**src/rtl/traffic_lights_monitor_if.sv**
```systemverilog
// Lamp lines from a UK traffic-light sequencer to anything observing them.
interface traffic_lights_monitor_if;
   logic red;
   logic amber;
   logic green;

   // Sequencer side drives the lamps
   modport master (output red, output amber, output green);
   // Monitor side only observes the lamps
   modport slave  (input  red, input  amber, input  green);
endinterface

```
**src/rtl/traffic_lights_monitor.sv**
```systemverilog
// Protocol monitor for the R -> RA -> G -> A lamp sequence: decodes the phase,
// flags bad patterns, bad transitions and over-long phases, and counts wraps.
module traffic_lights_monitor #(
   parameter int unsigned MAX_HOLD = 1,
   parameter int unsigned CNT_W    = 8
) (
   input  logic                          clk,
   input  logic                          rst,
   traffic_lights_monitor_if.slave       lamps,
   output logic [1:0]                    phase,
   output logic                          phase_valid,
   output logic                          err,
   output logic [1:0]                    err_code,
   output logic [CNT_W-1:0]              seq_count
);

   localparam int unsigned HOLD_W = $clog2(MAX_HOLD + 2);

   localparam logic [1:0] PH_A       = 2'b11;
   localparam logic [1:0] E_PATTERN  = 2'b01;
   localparam logic [1:0] E_TRANS    = 2'b10;
   localparam logic [1:0] E_HOLD     = 2'b11;

   typedef enum logic {S_SYNC, S_TRACK} state_t;

   state_t              state, state_d;
   logic [HOLD_W-1:0]   hold, hold_d, hold_inc;
   logic [1:0]          phase_d;
   logic                phase_valid_d;
   logic                err_d;
   logic [1:0]          err_code_d;
   logic [CNT_W-1:0]    seq_count_d;
   logic [2:0]          pat;
   logic                legal;
   logic [1:0]          dec;
   logic                err_hit;
   logic [1:0]          err_new;

   // Lamp pattern decode into phase; anything outside the four legal patterns is illegal
   always_comb begin
      pat   = {lamps.red, lamps.amber, lamps.green};
      legal = 1'b1;
      dec   = 2'b00;
      case (pat)
         3'b100:  dec = 2'b00;
         3'b110:  dec = 2'b01;
         3'b001:  dec = 2'b10;
         3'b010:  dec = 2'b11;
         default: legal = 1'b0;
      endcase
   end

   // Next-state and next-output logic
   always_comb begin
      state_d       = state;
      hold_d        = hold;
      phase_d       = phase;
      phase_valid_d = phase_valid;
      err_d         = err;
      err_code_d    = err_code;
      seq_count_d   = seq_count;
      err_hit       = 1'b0;
      err_new       = 2'b00;
      hold_inc      = (hold == {HOLD_W{1'b1}}) ? hold : hold + HOLD_W'(1);

      case (state)
         S_SYNC: begin
            if (legal) begin
               state_d       = S_TRACK;
               phase_d       = dec;
               phase_valid_d = 1'b1;
               hold_d        = HOLD_W'(1);
            end else begin
               err_hit = 1'b1;
               err_new = E_PATTERN;
            end
         end
         S_TRACK: begin
            if (!legal) begin
               err_hit = 1'b1;
               err_new = E_PATTERN;
            end else if (dec == phase) begin
               hold_d = hold_inc;
               if (hold_inc > HOLD_W'(MAX_HOLD)) begin
                  err_hit = 1'b1;
                  err_new = E_HOLD;
               end
            end else if (dec == 2'(phase + 2'd1)) begin
               phase_d = dec;
               hold_d  = HOLD_W'(1);
               if (phase == PH_A && seq_count != {CNT_W{1'b1}})
                  seq_count_d = seq_count + CNT_W'(1);
            end else begin
               err_hit = 1'b1;
               err_new = E_TRANS;
            end
            // Any error while tracking drops back to SYNC
            if (err_hit) begin
               state_d       = S_SYNC;
               phase_valid_d = 1'b0;
               hold_d        = '0;
            end
         end
         default: state_d = S_SYNC;
      endcase

      // Sticky error; only the first code since reset is kept
      if (err_hit) begin
         err_d = 1'b1;
         if (!err) err_code_d = err_new;
      end
   end

   // State and output registers with synchronous reset
   always_ff @(posedge clk) begin
      if (rst) begin
         state       <= S_SYNC;
         hold        <= '0;
         phase       <= 2'b00;
         phase_valid <= 1'b0;
         err         <= 1'b0;
         err_code    <= 2'b00;
         seq_count   <= '0;
      end else begin
         state       <= state_d;
         hold        <= hold_d;
         phase       <= phase_d;
         phase_valid <= phase_valid_d;
         err         <= err_d;
         err_code    <= err_code_d;
         seq_count   <= seq_count_d;
      end
   end

endmodule

```
**src/flat_wrapper.sv**
```systemverilog
// flat-port wrapper written by rule: the top's interface ports become plain ports
module traffic_lights_monitor_flat 
#(
   parameter int unsigned MAX_HOLD = 1,
   parameter int unsigned CNT_W    = 8
)
  (clk, rst, phase, phase_valid, err, err_code, seq_count, lamps_red, lamps_amber, lamps_green);
  traffic_lights_monitor_if lamps_i ();
  input  logic clk;
  input  logic rst;
  output logic [1:0] phase;
  output logic phase_valid;
  output logic err;
  output logic [1:0] err_code;
  output logic [CNT_W-1:0] seq_count;
  input wire logic [$bits(lamps_i.red)-1:0] lamps_red;
  input wire logic [$bits(lamps_i.amber)-1:0] lamps_amber;
  input wire logic [$bits(lamps_i.green)-1:0] lamps_green;
  assign lamps_i.red = lamps_red;
  assign lamps_i.amber = lamps_amber;
  assign lamps_i.green = lamps_green;
  traffic_lights_monitor #(.MAX_HOLD(MAX_HOLD), .CNT_W(CNT_W)) u_core (.clk(clk), .rst(rst), .lamps(lamps_i), .phase(phase), .phase_valid(phase_valid), .err(err), .err_code(err_code), .seq_count(seq_count));
endmodule
```
**config.mk**
```make
export PLATFORM = sky130hd
export DESIGN_NAME = traffic_lights_monitor_flat
export DESIGN_NICKNAME = d
export VERILOG_FILES = /design/src/rtl/traffic_lights_monitor_if.sv /design/src/rtl/traffic_lights_monitor.sv /design/src/flat_wrapper.sv
export SDC_FILE = /design/constraint.sdc
export NUM_CORES = 1
export LEC_CHECK = 0
export ABC_AREA = 1
export CAP_MARGIN = 0
export CORE_UTILIZATION = 53
export CTS_CLUSTER_DIAMETER = 200
export DETAILED_ROUTE_END_ITERATION = 10
export MAX_ROUTING_LAYER = met4
export PLACE_DENSITY = 0.9
export SKIP_LAST_GASP = 1
export SLEW_MARGIN = 30
export SYNTH_ARGS = -nofsm -noshare
export SYNTH_HDL_FRONTEND = slang
export SYNTH_SLANG_ARGS = --single-unit
```
**constraint.sdc**
```tcl
create_clock -name clk -period 2.85 [get_ports clk]
set_clock_uncertainty 0.1 [all_clocks]
set_input_delay 0.4275 -clock clk [delete_from_list [all_inputs] [get_ports clk]]
set_output_delay 0.4275 -clock clk [all_outputs]
set_load 0.05 [all_outputs]
```
==> results of run 1 <==
[cells in the mapped netlist]
| cell type | instances |
|---|---|
| nand2_1 | 30 |
| dfxtp_1 | 17 |
| inv_1 | 16 |
| nand3_1 | 14 |
| nor2_1 | 12 |
| a21oi_1 | 9 |
| nand4_1 | 4 |
| a31oi_1 | 3 |
| nor3_1 | 3 |
| o21ai_2 | 3 |
| xor2_1 | 3 |
| ha_1 | 2 |
| inv_2 | 2 |
| nand2_2 | 2 |
| o21ai_1 | 2 |
| a211oi_1 | 1 |
| a31oi_2 | 1 |
| clkbuf_1 | 1 |
| inv_4 | 1 |
| nand2_4 | 1 |
| nand3_4 | 1 |
| nor2_8 | 1 |
| nor3_2 | 1 |
| o21ai_0 | 1 |
[worst max path at each step]
stage / from / end / slack, ns / depth (start not counted)
2_1_floorplan: u_core.seq_count[1]$_SDFFE_PP0P_ / u_core.seq_count[3]$_SDFFE_PP0P_ / 0.86 / 8
3_5_place_dp: lamps_green / u_core.seq_count[0]$_SDFFE_PP0P_ / 0.65 / 11
3_3_place_gp: lamps_green / u_core.seq_count[3]$_SDFFE_PP0P_ / 0.68 / 11
6_report: u_core.seq_count[2]$_SDFFE_PP0P_ / seq_count[2] / 0.73 / 1
5_1_grt: u_core.seq_count[2]$_SDFFE_PP0P_ / seq_count[2] / 0.69 / 1
4_1_cts: u_core.seq_count[2]$_SDFFE_PP0P_ / seq_count[2] / 0.75 / 1
[cell type report]
| class | instances | area (um^2) | area share (%) |
|---|---|---|---|
| clock inverter | 1 | 5.00 | 0.432 |
| timing repair buffer | 18 | 180 | 15.6 |
| inverter | 19 | 73.8 | 6.38 |
| sequential | 17 | 340 | 29.4 |
| tap | 16 | 20.0 | 1.73 |
| multi-input combinational | 94 | 515 | 44.5 |
| clock buffer | 3 | 22.5 | 1.95 |
[routing by layer]
layer | part of all wire [%] | wire [um]
met1 | 47 | 980
met2 | 46 | 966
met3 | 4.2 | 89
met4 | 2.8 | 59
met5 | 0 | 0
[through the flow]
stage	util (%)	power (uW)	setup WS, ns
2_1_floorplan	-	390	0.865
3_3_place_gp	71.7	432	0.681
3_5_place_dp	71.7	434	0.652
4_1_cts	73.4	563	0.747
5_1_grt	73.4	590	0.688
6_report	73.4	566	0.726
[cells in the final DEF, fill, tap and decap left out, types with 2 or more instances in the layout]
cell,n
clkdlybuf4s50_1,18
nand2_2,2
ha_1,2
dfxtp_1,17
a21oi_1,9
o21ai_1,2
inv_1,16
nor2_1,12
nand2_1,30
nor3_1,3
clkbuf_4,3
a31oi_1,3
xor2_1,3
nand3_1,14
o21ai_2,3
inv_2,2
nand4_1,4
[logic make-up (layout without fill, tap and decap cells)]
group | count (synthesis) | count (layout) | synth area share [%]
compound gates | 20 | 20 | 13.4
xor+xnor | 3 | 3 | 2.82
fa+ha+maj | 2 | 2 | 2.68
buf+inv | 20 | 41 | 8.31
flops | 17 | 17 | 36.5
simple gates | 69 | 69 | 36.3
[where the power goes]
part	leakage, uW	switching [uW]	internal (uW)
combinational	0.000351	112	55.1
clock	0.0000177	82.4	52.3
sequential	0.000139	11.8	252
total	0.000508	207	359
[state kept, by name, summed over array words and instances (netlist names)]
name and flops:
u_core.seq_count 8, u_core.err_code 2, u_core.hold 2, u_core.phase 2, u_core.err 1, u_core.phase_valid 1
u_core.state 1
==> run metrics, run 1 <==
Tcrit/Tclk final 74.5%; DRC errors left 0; Leak Pwr ~0.0005 uW; IO Count 19; Fillers 122; core box area approximately 0.0016 mm^2; Cell Area, Synth 933 um^2; CP top delay family buffers and inverters; DR iter-0 viols 28; layout cells sized above 1 11.2%; top cells by area, synth dfxtp_1 (36%), nand2_1 (12%), nand3_1 (7.5%); VDD IR max 0.369 mV; area of placed instances roughly 0.0011 mm^2; setup violators final 0; Worst Setup Path Type register to output port; Area Growth Syn to Fin 24.0%; Num CTS Buffers 3; grt met2 use 36.7%; Post-Route Setup TNS 0 ns; Power Density a little under 500 mW/mm^2; vias in the first global route between 700 and 800; crit path cell chain clkdlybuf4s50_1; Std-Cell Rows 14; initial cell density of the core 59.2%; Seq/Total Area, Yosys between 30% and 40%; first-pass GRT wire length 3330 um; Setup crit end kind output port; Hold Path Class register to register; Finished Cell Area 0.00116 mm^2; Detailed Route WL 2100 um; Slowest-stage cell, CP clkdlybuf4s50_1; final net count 160; RSZ-0062 raised after global routing false; TritonRoute pass-1 iters 6; Placed Instances around 160; initial antenna violation count 0; yosys warns 0; CP Max Fanout 6; DR vias 924; worst r2r dst u_core.seq_count[4]$_SDFFE_PP0P_; final cell count without fillers 168; Max clock buf depth 2; cells after synthesis 131; Vias/cell 5.50; CTS tree done; post-synth top area share 36.5%; dpl hpwl 1500 um; total die area 0.00193 mm^2; Synth cell types 24; die height ~44 um; Total GRT Usage 23.9%; met3 usage under 10%; Port Buffer Count 18; max-slew violations 0; Syn Nets 138; total setup buffers inserted after CTS 0; synthesized area per cell ~7.1 um^2; H-tree depth 1; gpl congestion 0.992; final hold slack 0.357 ns; Die W 44.0 um; CP bufs+invs 1; fmax 471 MHz; Reg2Reg Depth 7; crit path DAT 1.60 ns; Routed Antenna Nets 0; post-synth top area cell dfxtp_1; Critical R2R Launch u_core.seq_count[1]$_SDFFE_PP0P_; crit path launch type register; Hold Crit Endpoint u_core.err_code[1]$_SDFFE_PP0P_; worst-margin pin slew 0.558 ns; critical path data required time 2.32 ns; GR peak layer met2; # clock sinks 17; status completed; Hold Path Depth 2; Slew headroom between 60% and 70%; CTS root buffer clkbuf_4; number of synthesized register bits 17; # resized after CTS 0; largest net degree at the start of global routing 12; later-pin clock latency in the skew report 0.30 ns; GR Overflow Total 0; Hold Vio Cnt, Final 0; Hold Crit Start u_core.err_code[1]$_SDFFE_PP0P_; Reg clk slew, reported paths 0.11 ns; ANT cells 0; Max-Cap Viols 0; Period minus WS final 2.12 ns; met1 usage 30.1%; routed len/inst 12.5 um; Hold Buf Count CTS 0; CP max stage delay 0.84 ns; reg2reg setup slack slightly below 1 ns
Power figures use the tool's default switching activity.
==> run 2: changes to the inputs <==
- CORE_UTILIZATION: 53 -> 44
- PLACE_DENSITY: 0.9 -> 0.81
- clock period: 2.85 -> 1.9 ns (I/O delays scaled with it)
==> run 2 against run 1 <==
Against the previous run:
- wire length down 1.9%
- register-to-register slack got worse by 0.82 ns
- sequential share of layout area fell by 1.4 points
- total power up 51%
- core utilization shrank 12 points
- highest routed layer unchanged
==> run metrics, run 2 (synthesized netlist as in run 1, its figures left out) <==
CP startpoint u_core.seq_count[1]$_SDFFE_PP0P_; dpl hpwl about 1600 um; H-tree depth 1; CP top delay family simple AND/OR/NAND/NOR gates; largest net degree at the start of global routing 11; Die W ~48 um; DRC errors left 0; max-slew violations 0; TritonRoute pass-1 iters 4; Hold Buf Count CTS 0; DR iter-0 viols 24; Max-Cap Viols 0; fmax a little under 600 MHz; IO Count 19; Power Density roughly 700 mW/mm^2; most frequent cells in the layout nand2_1 (30), inv_1 (16), dfxtp_1 (15); crit path launch type register; crit path cell chain ha_1 > inv_1 > nor3_2 > a31oi_4 > nand2_4 > o21ai_1 > a21oi_1; layout cells sized above 1 20.9%; Setup crit end kind register; Total GRT Usage around 21%; VDD IR max 0.453 mV; DR vias roughly 910; later-pin clock latency in the skew report 0.30 ns; Slowest-stage cell, CP dfxtp_2; Num CTS Buffers 3; routed len/inst between 10 and 15 um; Leak Pwr 0.000650 uW; setup violators final 0; Std-Cell Rows 16; Critical R2R Launch u_core.seq_count[1]$_SDFFE_PP0P_; Slew headroom ~65%; CP max stage delay 0.37 ns; total setup buffers inserted after CTS 0; Period minus WS final ~1.7 ns; Vias/cell 4.94; Detailed Route WL 2060 um; Routed Antenna Nets 0; first-pass GRT wire length 3170 um; total die area 0.00231 mm^2; Reg clk slew, reported paths 0.09 ns; Hold Path Class register to register; Tcrit/Tclk final 90.8%; critical path data required time 2.02 ns; final net count 166; Tot Pwr about 860 uW; Largest register FFs 8; commonest non-fill, non-tap cell in the layout nand2_1; ANT cells 0; RSZ-0062 raised after global routing false; die height between 40 and 50 um; final core utilization 61.7%; Hold Crit Start u_core.hold[1]$_SDFFE_PP0P_; status completed; core box area around 0.0020 mm^2; Hold Vio Cnt, Final 0; GR Overflow Total 0; # resized after CTS 0; # clock sinks 17; CP Max Fanout 9; Setup WS post-layout roughly 0.17 ns; vias in the first global route 742; Worst Setup Path Type register to register; reg2reg setup slack 0.17 ns; Post-Route Setup TNS 0 ns; crit path DAT 1.85 ns; Setup WS pre-CTS -0.144 ns; CTS tree done; Area Growth Syn to Fin 31.0%; Port Buffer Count 18; Most flops, register u_core.seq_count; initial antenna violation count 0; gpl congestion roughly 0.91; worst-margin pin slew 0.518 ns; Max clock buf depth 2; CP bufs+invs 1; CTS root buffer clkbuf_4; initial cell density of the core 47.1%
run 2: final timing paths:
path / to / depth (start not counted)
worst max-delay path: u_core.seq_count[0]$_SDFFE_PP0P_ / 7
worst min-delay path: u_core.hold[1]$_SDFFE_PP0P_ / 2
worst max register to register: u_core.seq_count[0]$_SDFFE_PP0P_ / 7
worst min register to register: u_core.hold[1]$_SDFFE_PP0P_ / 2
run 2: power breakdown:
part           total (uW)  switching (uW)  internal, uW
combinational         265             170          95.6
sequential            395            17.8           377
clock                 195             117          78.5
total                 855             304           551
run 2: tightest hold or removal path, delay by kind of cell (launching register included):
kind | cells | cell delay (ns)
simple gates | 2 | 0.09
flops | 1 | 0.32
run 2: metrics by stage:
stage / hold slack [ns] / area (um^2) / std cells
global placement: 0.330 / 1170 / 181
global route: 0.367 / 1220 / 185
CTS: 0.352 / 1200 / 185
finish: 0.347 / 1220 / 185
detailed placement: 0.336 / 1170 / 181
floorplan: 0.317 / 936 / 131
run 2: layer usage:
metal / GRT usage, % / part of all wire (%) / routed length (um) / vias to the layer above
met5: - / 0 / 0 / -
met4: 3.89 / 0.63 / 13 / 0
met3: 6.04 / 3.1 / 63 / 2
met2: 32.7 / 49 / 1010 / 13
met1: 25.8 / 47 / 971 / 410
li1: - / - / - / 489
run 2: area by class of cell:
cell class	count	area, um^2
Sequential cell	17	343
Tap cell	27	33.8
Fill cell	185	759
Inverter	19	73.8
Multi-Input combinational cell	94	524
Timing Repair Buffer	24	220
Clock buffer	3	22.5
Clock inverter	1	5.00
